File: src/rtl/alu_pkg.sv
// Shared ALU definitions: alucontrol codes from the ALU decoder and the
// sequencing states of the multi-cycle ALU.
package alu_pkg;

  // alucontrol codes
  localparam logic [3:0] ALU_AND = 4'b0000;
  localparam logic [3:0] ALU_OR  = 4'b0001;
  localparam logic [3:0] ALU_ADD = 4'b0010;
  localparam logic [3:0] ALU_SLL = 4'b0100;
  localparam logic [3:0] ALU_MUL = 4'b0110;
  localparam logic [3:0] ALU_SUB = 4'b1010;
  localparam logic [3:0] ALU_SLT = 4'b1011;
  localparam logic [3:0] ALU_LUI = 4'b1101;

  // Sequencer states of alu_mc
  typedef enum logic [1:0] {
    IDLE  = 2'd0,
    SHIFT = 2'd1,
    MUL   = 2'd2
  } alu_state_t;

endpackage

File: src/rtl/mul_seq.sv
// Iterative unsigned shift-add multiplier, one multiplier bit per cycle.
// start loads the operands; done is high during the cycle whose closing edge
// folds in the last multiplier bit, with product already showing the final
// low WIDTH bits, so the caller can register it on that same edge.
module mul_seq
  import alu_pkg::*;
#(
  parameter int WIDTH = 32
) (
  input  logic             clk,
  input  logic             reset,
  input  logic             start,
  input  logic [WIDTH-1:0] a,
  input  logic [WIDTH-1:0] b,
  output logic             done,
  output logic [WIDTH-1:0] product
);

  localparam int CW = $clog2(WIDTH + 1);

  logic             running;
  logic [CW-1:0]    cnt;
  logic [WIDTH-1:0] acc;
  logic [WIDTH-1:0] mcand;
  logic [WIDTH-1:0] mplier;
  logic [WIDTH-1:0] acc_sum;

  // Partial-product accumulation for the current multiplier bit
  always_comb begin
    acc_sum = acc + (mplier[0] ? mcand : '0);
    product = acc_sum;
    done    = running && (cnt == CW'(1));
  end

  // Operand load on start, then one shift-add step per cycle
  always_ff @(posedge clk) begin
    if (reset) begin
      running <= 1'b0;
      cnt     <= '0;
      acc     <= '0;
      mcand   <= '0;
      mplier  <= '0;
    end else if (start) begin
      running <= 1'b1;
      cnt     <= CW'(WIDTH);
      acc     <= '0;
      mcand   <= a;
      mplier  <= b;
    end else if (running) begin
      acc    <= acc_sum;
      mcand  <= mcand << 1;
      mplier <= mplier >> 1;
      cnt    <= cnt - CW'(1);
      if (cnt == CW'(1)) running <= 1'b0;
    end
  end

endmodule

File: src/rtl/alu_mc.sv
// Multi-cycle ALU: single-cycle logic/arithmetic ops, a one-bit-per-cycle
// left shifter and a sequential multiplier. Results are registered and held
// until the next done pulse.
//
//   state | meaning
//   IDLE  | ready; start accepted, single-cycle ops complete here
//   SHIFT | shifting sll operand left one bit per cycle
//   MUL   | waiting on mul_seq to finish the product
module alu_mc
  import alu_pkg::*;
#(
  parameter int WIDTH = 32
) (
  input  logic             clk,
  input  logic             reset,
  input  logic             start,
  input  logic [3:0]       alucontrol,
  input  logic [WIDTH-1:0] a,
  input  logic [WIDTH-1:0] b,
  input  logic [4:0]       shamt,
  output logic [WIDTH-1:0] result,
  output logic             zero,
  output logic             busy,
  output logic             done
);

  alu_state_t       state, state_next;
  logic [4:0]       sh_cnt, sh_cnt_next;
  logic [WIDTH-1:0] sh_val, sh_val_next;
  logic [WIDTH-1:0] result_next;
  logic             result_load;
  logic             accept;
  logic             mul_start;
  logic             mul_done;
  logic [WIDTH-1:0] mul_product;

  function automatic logic [WIDTH-1:0] single_op(input logic [3:0]       ctl,
                                                 input logic [WIDTH-1:0] x,
                                                 input logic [WIDTH-1:0] y);
    logic [WIDTH-1:0] r;
    case (ctl)
      ALU_ADD: r = x + y;
      ALU_SUB: r = x - y;
      ALU_AND: r = x & y;
      ALU_OR:  r = x | y;
      ALU_SLT: r = ($signed(x) < $signed(y)) ? WIDTH'(1) : '0;
      ALU_LUI: r = y << 16;
      default: r = '0;
    endcase
    return r;
  endfunction

  assign busy   = (state != IDLE);
  assign accept = start && (state == IDLE);

  mul_seq #(.WIDTH(WIDTH)) u_mul (
    .clk     (clk),
    .reset   (reset),
    .start   (mul_start),
    .a       (a),
    .b       (b),
    .done    (mul_done),
    .product (mul_product)
  );

  // Next-state, shifter step and result selection
  always_comb begin
    state_next  = state;
    sh_cnt_next = sh_cnt;
    sh_val_next = sh_val;
    result_load = 1'b0;
    result_next = result;
    mul_start   = 1'b0;
    case (state)
      IDLE: begin
        if (accept) begin
          if (alucontrol == ALU_SLL) begin
            if (shamt == 5'd0) begin
              result_load = 1'b1;
              result_next = b;
            end else begin
              state_next  = SHIFT;
              sh_cnt_next = shamt;
              sh_val_next = b;
            end
          end else if (alucontrol == ALU_MUL) begin
            state_next = MUL;
            mul_start  = 1'b1;
          end else begin
            result_load = 1'b1;
            result_next = single_op(alucontrol, a, b);
          end
        end
      end
      SHIFT: begin
        sh_val_next = sh_val << 1;
        sh_cnt_next = sh_cnt - 5'd1;
        if (sh_cnt == 5'd1) begin
          result_load = 1'b1;
          result_next = sh_val << 1;
          state_next  = IDLE;
        end
      end
      MUL: begin
        if (mul_done) begin
          result_load = 1'b1;
          result_next = mul_product;
          state_next  = IDLE;
        end
      end
      default: state_next = IDLE;
    endcase
  end

  // State, shifter and result registers; reset aborts any op in flight
  always_ff @(posedge clk) begin
    if (reset) begin
      state  <= IDLE;
      sh_cnt <= '0;
      sh_val <= '0;
      result <= '0;
      zero   <= 1'b1;
      done   <= 1'b0;
    end else begin
      state  <= state_next;
      sh_cnt <= sh_cnt_next;
      sh_val <= sh_val_next;
      done   <= result_load;
      if (result_load) begin
        result <= result_next;
        zero   <= (result_next == '0);
      end
    end
  end

endmodule

File: config.mk
export PLATFORM = sky130hd
export DESIGN_NAME = alu_mc
export DESIGN_NICKNAME = d
export VERILOG_FILES = /design/src/rtl/alu_pkg.sv /design/src/rtl/mul_seq.sv /design/src/rtl/alu_mc.sv
export SDC_FILE = /design/constraint.sdc
export NUM_CORES = 1
export LEC_CHECK = 0
export BUFFER_PORTS_ARGS = -buffer_cell sky130_fd_sc_hd__buf_2
export CORE_ASPECT_RATIO = 1.5
export CORE_MARGIN = 2
export CORE_UTILIZATION = 52
export DETAILED_ROUTE_END_ITERATION = 12
export PLACE_DENSITY = 0.73
export SLEW_MARGIN = 30
export SYNTH_ARGS = -nofsm -noshare
export SYNTH_HDL_FRONTEND = slang
export SYNTH_SLANG_ARGS = --single-unit
File: constraint.sdc
create_clock -name clk -period 4 [get_ports clk]
set_clock_uncertainty 0.15 [all_clocks]
set_input_delay 1 -clock clk [delete_from_list [all_inputs] [get_ports clk]]
set_output_delay 1 -clock clk [all_outputs]
set_load 0.03 [all_outputs]
==> results of run 1 <==
## synth_stat cells (32+ instances only)
master | count | area (sq um)
a211oi_1 | 129 | 968
nor3_1 | 43 | 215
ha_1 | 137 | 1710
o21ai_0 | 81 | 405
nor2_1 | 304 | 1140
dfxtp_1 | 175 | 3500
nand3_1 | 37 | 185
and2_1 | 41 | 257
a21oi_1 | 157 | 786
inv_1 | 123 | 462
mux2i_1 | 109 | 1090
clkbuf_1 | 120 | 450
a31oi_1 | 36 | 225
nand2_1 | 139 | 522
a21o_1 | 32 | 240
## worst reg2reg max path: stages (launching register included)
cell,delay [ns]
dfxtp_1,0.36
buf_12,0.15
and2_1,0.14
ha_1,0.45
and3_1,0.33
o21ai_0,0.13
o22ai_1,0.25
buf_4,0.19
nand2_1,0.08
a221o_1,0.34
nand3_1,0.19
nand4_1,0.17
a2111oi_2,0.36
and4_1,0.27
and4bb_1,0.24
a41o_1,0.17
## layer usage
metal  share of wire  up-vias
li1                -     8864
met5               0        -
met4           0.094        0
met2            0.45     1190
met1            0.36     9198
met3           0.095      408
## stage by stage
| step | util | cell area [sq um] |
|---|---|---|
| detailed placement | 0.660 | 20400 |
| CTS | 0.682 | 21000 |
| floorplan | - | 16200 |
| finish | 0.691 | 21300 |
| global placement | 0.660 | 20400 |
| global route | 0.691 | 21300 |
## what timing repair did
action / 4_1_cts / 5_1_grt
gates resized for setup: 23 / 56
pin swaps: 10 / 25
endpoints found under the setup margin: 5 / 5
setup buffers: 1 / 3
## placed cells by master, fill, tap and decap left out, types with 13 or more instances in the layout
cell,n
o21ai_0,74
nand2b_1,13
nand2_1,138
nor2b_1,23
buf_2,107
o31ai_1,16
clkbuf_16,17
xor2_1,22
a21oi_1,149
and3_1,13
a22oi_1,19
buf_4,466
o211ai_1,16
a211oi_1,126
dfxtp_1,174
nor3_1,39
a21o_1,32
o21ai_1,19
nor2_1,303
xnor2_1,30
nand4_1,22
ha_1,132
and2_1,40
mux2i_1,108
nor4_1,17
nand3_1,37
inv_1,116
a31oi_1,34
## sequential cells by signal, indices dropped and copies added (netlist names)
| register | cells |
|---|---|
| u_mul.acc | 32 |
| done | 1 |
| sh_cnt | 5 |
| sh_val | 31 |
| state | 2 |
| u_mul.running | 1 |
| zero | 1 |
| u_mul.mplier | 32 |
| u_mul.mcand | 32 |
| result | 32 |
| u_mul.cnt | 6 |
## worst max-delay path by stage
stage,endpoint,slack [ns],cells after the start
finish,zero$_SDFFE_PP1P_,-0.08,16
global route,zero$_SDFFE_PP1P_,-0.18,17
CTS,zero$_SDFFE_PP1P_,-0.06,15
detailed placement,zero$_SDFFE_PP1P_,-1.00,17
global placement,zero$_SDFFE_PP1P_,-0.93,17
floorplan,zero$_SDFFE_PP1P_,-0.11,13
## where the power goes
group	switching [uW]	leakage (uW)	internal, uW
Combinational	1120	0.00779	817
Sequential	75.1	0.00142	1800
Clock	838	0.000281	887
Total	2030	0.00949	3500
## kinds of logic (layout without fill, tap and decap cells)
logic type                 count (synthesis)  in the layout  synth area share
AOI/OAI and AO/OA                        690            690             0.297
DFF                                      175            175             0.216
and+or+nand+nor                          722            722             0.213
buffers and inverters                    276            739            0.0658
muxes                                    113            113            0.0702
adders and majority gates                140            140             0.110
xor gates and xnor gates                  52             52            0.0281
## area by class of cell
class | instances | area, sq um
clock inverter | 13 | 140
tap | 405 | 507
inverter | 124 | 478
multi-input combinational | 1717 | 12000
sequential | 175 | 3510
clock buffer | 19 | 433
fill | 2571 | 9530
timing repair buffer | 583 | 4210
==> impl_metrics.yaml, run 1 <==
worst_setup_path:
  critPathKind: "in -> reg"
  cpMostUsedCell: "buf_4"
  critical_path_required_ns: 4.25
  worstSetupStartpoint: "b[8]"
  cpPeakStageDelay_ns: 0.58
  critPathMaxFanout: 2
  crit_family: "compound AO/OA/AOI/OAI gates"
  cp_cell_sequence: "buf_2 > inv_1 > ha_1 > or4_1 > nor3_1 > o21a_1 > o21ai_0 > buf_4 > a21oi_1 > o31ai_1 > a2bb2oi_1 > buf_4 > a211oi_2 > and4_1 > and4bb_1 > a41o_1"
  reg2reg_slack_ns: -0.01
  critPathBufInv: 4
  r2r-end: "zero$_SDFFE_PP1P_"
  cpMaxStageDelayCell: "or4_1"
  ff2ff_path_depth: 15
  r2r-start: "u_mul.mplier[0]$_SDFFE_PP0P_"
  critPathCaptureType: "flop"
  crit_path_start_kind: "input pin"
  crit_arrival_ns: 4.33
cts:
  path_clk_slew_ns: 0.07
  htree_levels: 4
  cts_tree: "yes"
  cts_max_path_buffers: 2
  cts_num_sinks: 175
  cts-root-buf: "clkbuf_16"
  cts_hold_buf: 0
  clock_latency_ns: 0.46
  cts_made_buffers: 17
final_layout:
  drive_gt1_frac: 0.272
  layout.cells.non_filler: 3036
  diodes: 0
  syn2layout_area_growth_pct: 31.6
  nNetsFinal: 2834
min_path:
  hp-start: "u_mul.acc[12]$_SDFFE_PP0P_"
  holdPathEnd: "u_mul.acc[12]$_SDFFE_PP0P_"
  min_path_cells: 2
  hold_class: "reg -> reg"
grt:
  grt_pass1_wl_um: 113000
  globalRouteMet3Util: 0.0946
  use_met2: 0.750
  grt-busiest-layer: "met2"
  gr-usage-met1: 0.535
  grt_pass1_vias: 18989
  grt_max_degree: 75
  grt_remaining_overflow: 0
  grt_usage: 0.461
  antenna_found_initial: 1
run_status:
  status: "finished, violations left"
  violations: "setup timing"
sta:
  relSlewSlack: 0.388
  rsz0062_at_grt: "true"
  layout_setup_ws_ns: -0.0838
  hold_viol: 0
  min_period_over_period: 1.02
  setup_viol_count_final: 1
  worst_pin_slew_ns: 0.906
  min_period_ns: 4.08
  maxSlewViolCount: 0
  whs_ns: 0.348
  fin_setup_tns_ns: -0.0838
  max_freq_mhz: 245
placed_design:
  portBuffers: 110
  hpwlAfterDp_um: 61900
  post-place-cells: 3000
  gp_congestion: 1.11
  dp_slack_ns: -1.00
drt:
  ant_nets: 0
  dr.pass1.iters: 6
  vias: 19660
  avgViaCountPerCell: 6.48
  drc: 0
  routed_wl_um: 77400
  dr.first_iter.drc_count: 2315
  routedWlPerCell_um: 25.5
floorplan:
  fp.dieH_um: 220
  start_util: 0.525
  pin_count: 111
  core.rowCount: 79
  coreArea_sq_mm: 0.0308
  fp.dieW_um: 148
  dieArea_sq_mm: 0.0326
logic_synthesis:
  async_reset_ff_frac: 0
  netlist_instances: 2168
  synth_nets: 2384
  ys_types: 104
  synth-seq-area-share: 0.216
  avgSynthCellArea_sq_um: 7.47
  synth-seq-cells: 175
  synth-main-ff-cell: "dfxtp_1"
  synth_area_sq_mm: 0.0162
  synth_edf_count: 0
  ys_warn_count: 0
pwr:
  ir_worst_vdd_mv: 0.279
  power_density_mw_per_mm2: 260
  fin_total_pwr_uw: 5540
  power.leakage_uw: 0.00949
job:
  drv_cap: 0
Note: power is estimated with default switching activity, not from simulation.
==> run 2: changes to the inputs <==
--- a/config.mk
+++ b/config.mk
@@ -6,11 +6,13 @@
 export NUM_CORES = 1
 export LEC_CHECK = 0
 export BUFFER_PORTS_ARGS = -buffer_cell sky130_fd_sc_hd__buf_2
+export CELL_PAD_IN_SITES_DETAIL_PLACEMENT = 1
+export CELL_PAD_IN_SITES_GLOBAL_PLACEMENT = 1
 export CORE_ASPECT_RATIO = 1.5
 export CORE_MARGIN = 2
-export CORE_UTILIZATION = 52
+export CORE_UTILIZATION = 38
 export DETAILED_ROUTE_END_ITERATION = 12
-export PLACE_DENSITY = 0.73
+export PLACE_DENSITY_LB_ADDON = 0.1
 export SLEW_MARGIN = 30
 export SYNTH_ARGS = -nofsm -noshare
 export SYNTH_HDL_FRONTEND = slang
==> run 2 against run 1 <==
The flow still finishes with violations (setup timing); combinational power up 5%; sequential cell count unchanged; clock-buffer cell count down 1; setup slack worse by 0.12 ns; fmax down 2.8%; sequential share of layout area down 0.51 points; sequential power about the same; final cell count up 7.6%; global-route usage down 6.4 points; clock power about the same.
==> impl_metrics.yaml, run 2 (synthesized netlist as in run 1, its figures left out) <==
run_status:
  status: "finished, violations left"
  violations: "setup timing"
sta:
  maxSlewViolCount: 0
  rsz0062_at_grt: "true"
  hold_viol: 0
  layout_setup_ws_ns: -0.200
  relSlewSlack: 0.364
  min_period_over_period: 1.05
  setup_viol_count_final: 1
  min_period_ns: 4.20
  worst_pin_slew_ns: 0.953
  whs_ns: 0.357
  max_freq_mhz: 238
  fin_setup_tns_ns: -0.200
placed_design:
  portBuffers: 110
  gp_congestion: 1.03
  hpwlAfterDp_um: 73800
  postPlaceCellArea_sq_mm: 0.0211
drt:
  drc: 0
  dr.pass1.iters: 6
  vias: 19921
  ant_nets: 0
  routed_wl_um: 90400
  dr.first_iter.drc_count: 1837
  avgViaCountPerCell: 6.10
  routedWlPerCell_um: 27.7
final_layout:
  syn2layout_area_growth_pct: 35.8
  nNetsFinal: 2906
  final_cell_mix: "544 x buf_4, 303 x nor2_1, 174 x dfxtp_1"
  seqCellArea_sq_mm: 0.00351
  multi_input_area_sq_mm: 0.0120
  finish.instance_area_sq_mm: 0.0220
  drive_gt1_frac: 0.289
  fin_util: 0.523
  fillerInstances: 5288
  final_common_cell: "buf_4"
worst_setup_path:
  cp_cell_sequence: "buf_4 > inv_12 > ha_4 > fa_2 > o21ba_1 > or4_4 > a21oi_4 > a2111oi_4 > buf_4 > o31ai_4 > nor3b_2 > o21ai_2 > a2111oi_4 > and4_4 > and4bb_1 > a41o_1"
  critPathCaptureType: "flop"
  worstSetupStartpoint: "a[0]"
  cpPeakStageDelay_ns: 0.49
  cpMaxStageDelayCell: "or4_4"
  crit_family: "compound AO/OA/AOI/OAI gates"
  critPathKind: "in -> reg"
  crit_path_end: "zero$_SDFFE_PP1P_"
  critical_path_required_ns: 4.26
  critPathMaxFanout: 4
  reg2reg_slack_ns: -0.14
  r2r-end: "zero$_SDFFE_PP1P_"
  critPathBufInv: 3
  r2r-start: "u_mul.mplier[0]$_SDFFE_PP0P_"
  crit_path_start_kind: "input pin"
  crit_arrival_ns: 4.46
  ff2ff_path_depth: 16
  path_depth: 16
cts:
  cts-root-buf: "clkbuf_16"
  cts_made_buffers: 17
  clock_latency_ns: 0.48
  path_clk_slew_ns: 0.08
  htree_levels: 4
  cts_num_sinks: 175
  cts_tree: "yes"
  cts_max_path_buffers: 2
  cts_hold_buf: 0
floorplan:
  start_util: 0.385
  fp.dieW_um: 173
  coreArea_sq_mm: 0.0420
  core.rowCount: 92
  pin_count: 111
  dieArea_sq_mm: 0.0443
  fp.dieH_um: 257
grt:
  antenna_found_initial: 1
  grt_usage: 0.397
  grt_max_degree: 76
  grt_pass1_wl_um: 132000
  grt_remaining_overflow: 0
  grt_pass1_vias: 20411
pwr:
  power.leakage_uw: 0.00982
  power_density_mw_per_mm2: 255
  ir_worst_vdd_mv: 0.308
min_path:
  hold_class: "reg -> reg"
job:
  drv_cap: 0
==> run 2: final cells by class <==
type	instances	area share
antenna	1	0.000114
clock buffer	18	0.0195
clock inverter	14	0.00546
inverter	124	0.0217
multi-input combinational	1717	0.546
sequential	175	0.159
tap	564	0.0321
timing repair buffer	655	0.216
==> run 2: worst reg2reg max path, cell delays in order, from the launching register on <==
cell and delay [ns]:
dfxtp_1 0.33, and2_1 0.15, ha_1 0.24, fa_2 0.39, a21o_1 0.19, a221oi_2 0.27, buf_4 0.20, buf_4 0.12
o22ai_1 0.10, a21oi_1 0.31, o211ai_1 0.18, nand3_2 0.21, nand4_1 0.18, a2111oi_4 0.37, and4_4 0.29, and4bb_1 0.24
a41o_1 0.16
==> run 2: how the worst min path moves through the flow <==
| stage | from | to | slack (ns) | cells past startpoint |
|---|---|---|---|---|
| 2_1_floorplan | sh_val[0]$_SDFFE_PP0P_ | sh_val[0]$_SDFFE_PP0P_ | 0.31 | 2 |
| 3_3_place_gp | u_mul.acc[0]$_SDFFE_PP0P_ | u_mul.acc[0]$_SDFFE_PP0P_ | 0.33 | 2 |
| 3_5_place_dp | u_mul.acc[27]$_SDFFE_PP0P_ | u_mul.acc[27]$_SDFFE_PP0P_ | 0.35 | 2 |
| 4_1_cts | u_mul.cnt[1]$_SDFFE_PP0P_ | u_mul.cnt[1]$_SDFFE_PP0P_ | 0.36 | 2 |
| 5_1_grt | sh_cnt[1]$_SDFFE_PP0P_ | sh_cnt[1]$_SDFFE_PP0P_ | 0.40 | 2 |
| 6_report | u_mul.cnt[1]$_SDFFE_PP0P_ | u_mul.cnt[1]$_SDFFE_PP0P_ | 0.36 | 2 |
==> run 2: power breakdown <==
group	switching, uW	internal [uW]
clock network	870	818
registers	79.5	1800
logic	1190	847
total	2140	3470
==> run 2: routing by layer <==
| layer | vias to the layer above | part of all wire | global-route usage |
|---|---|---|---|
| li1 | 8998 | - | - |
| met4 | 0 | 0.075 | 0.254 |
| met5 | - | 0 | 0 |
| met2 | 837 | 0.47 | 0.674 |
| met3 | 258 | 0.062 | 0.0482 |
| met1 | 9828 | 0.39 | 0.474 |
==> run 2: stage by stage <==
stage                     total power (uW)  instances  setup slack, ns
after floorplan                       2790       2168           -0.109
after global placement                3800       3229           -0.805
after detailed placement              3850       3229           -0.885
after CTS                             5550       3265           -0.133
after global routing                  5790       3268           -0.277
final                                 5610       3268           -0.200
==> run 2: what timing repair did <==
action,CTS,global route
resized for setup,35,35
setup endpoints to repair,6,7
pin swaps,8,13
buffers inserted,4,2
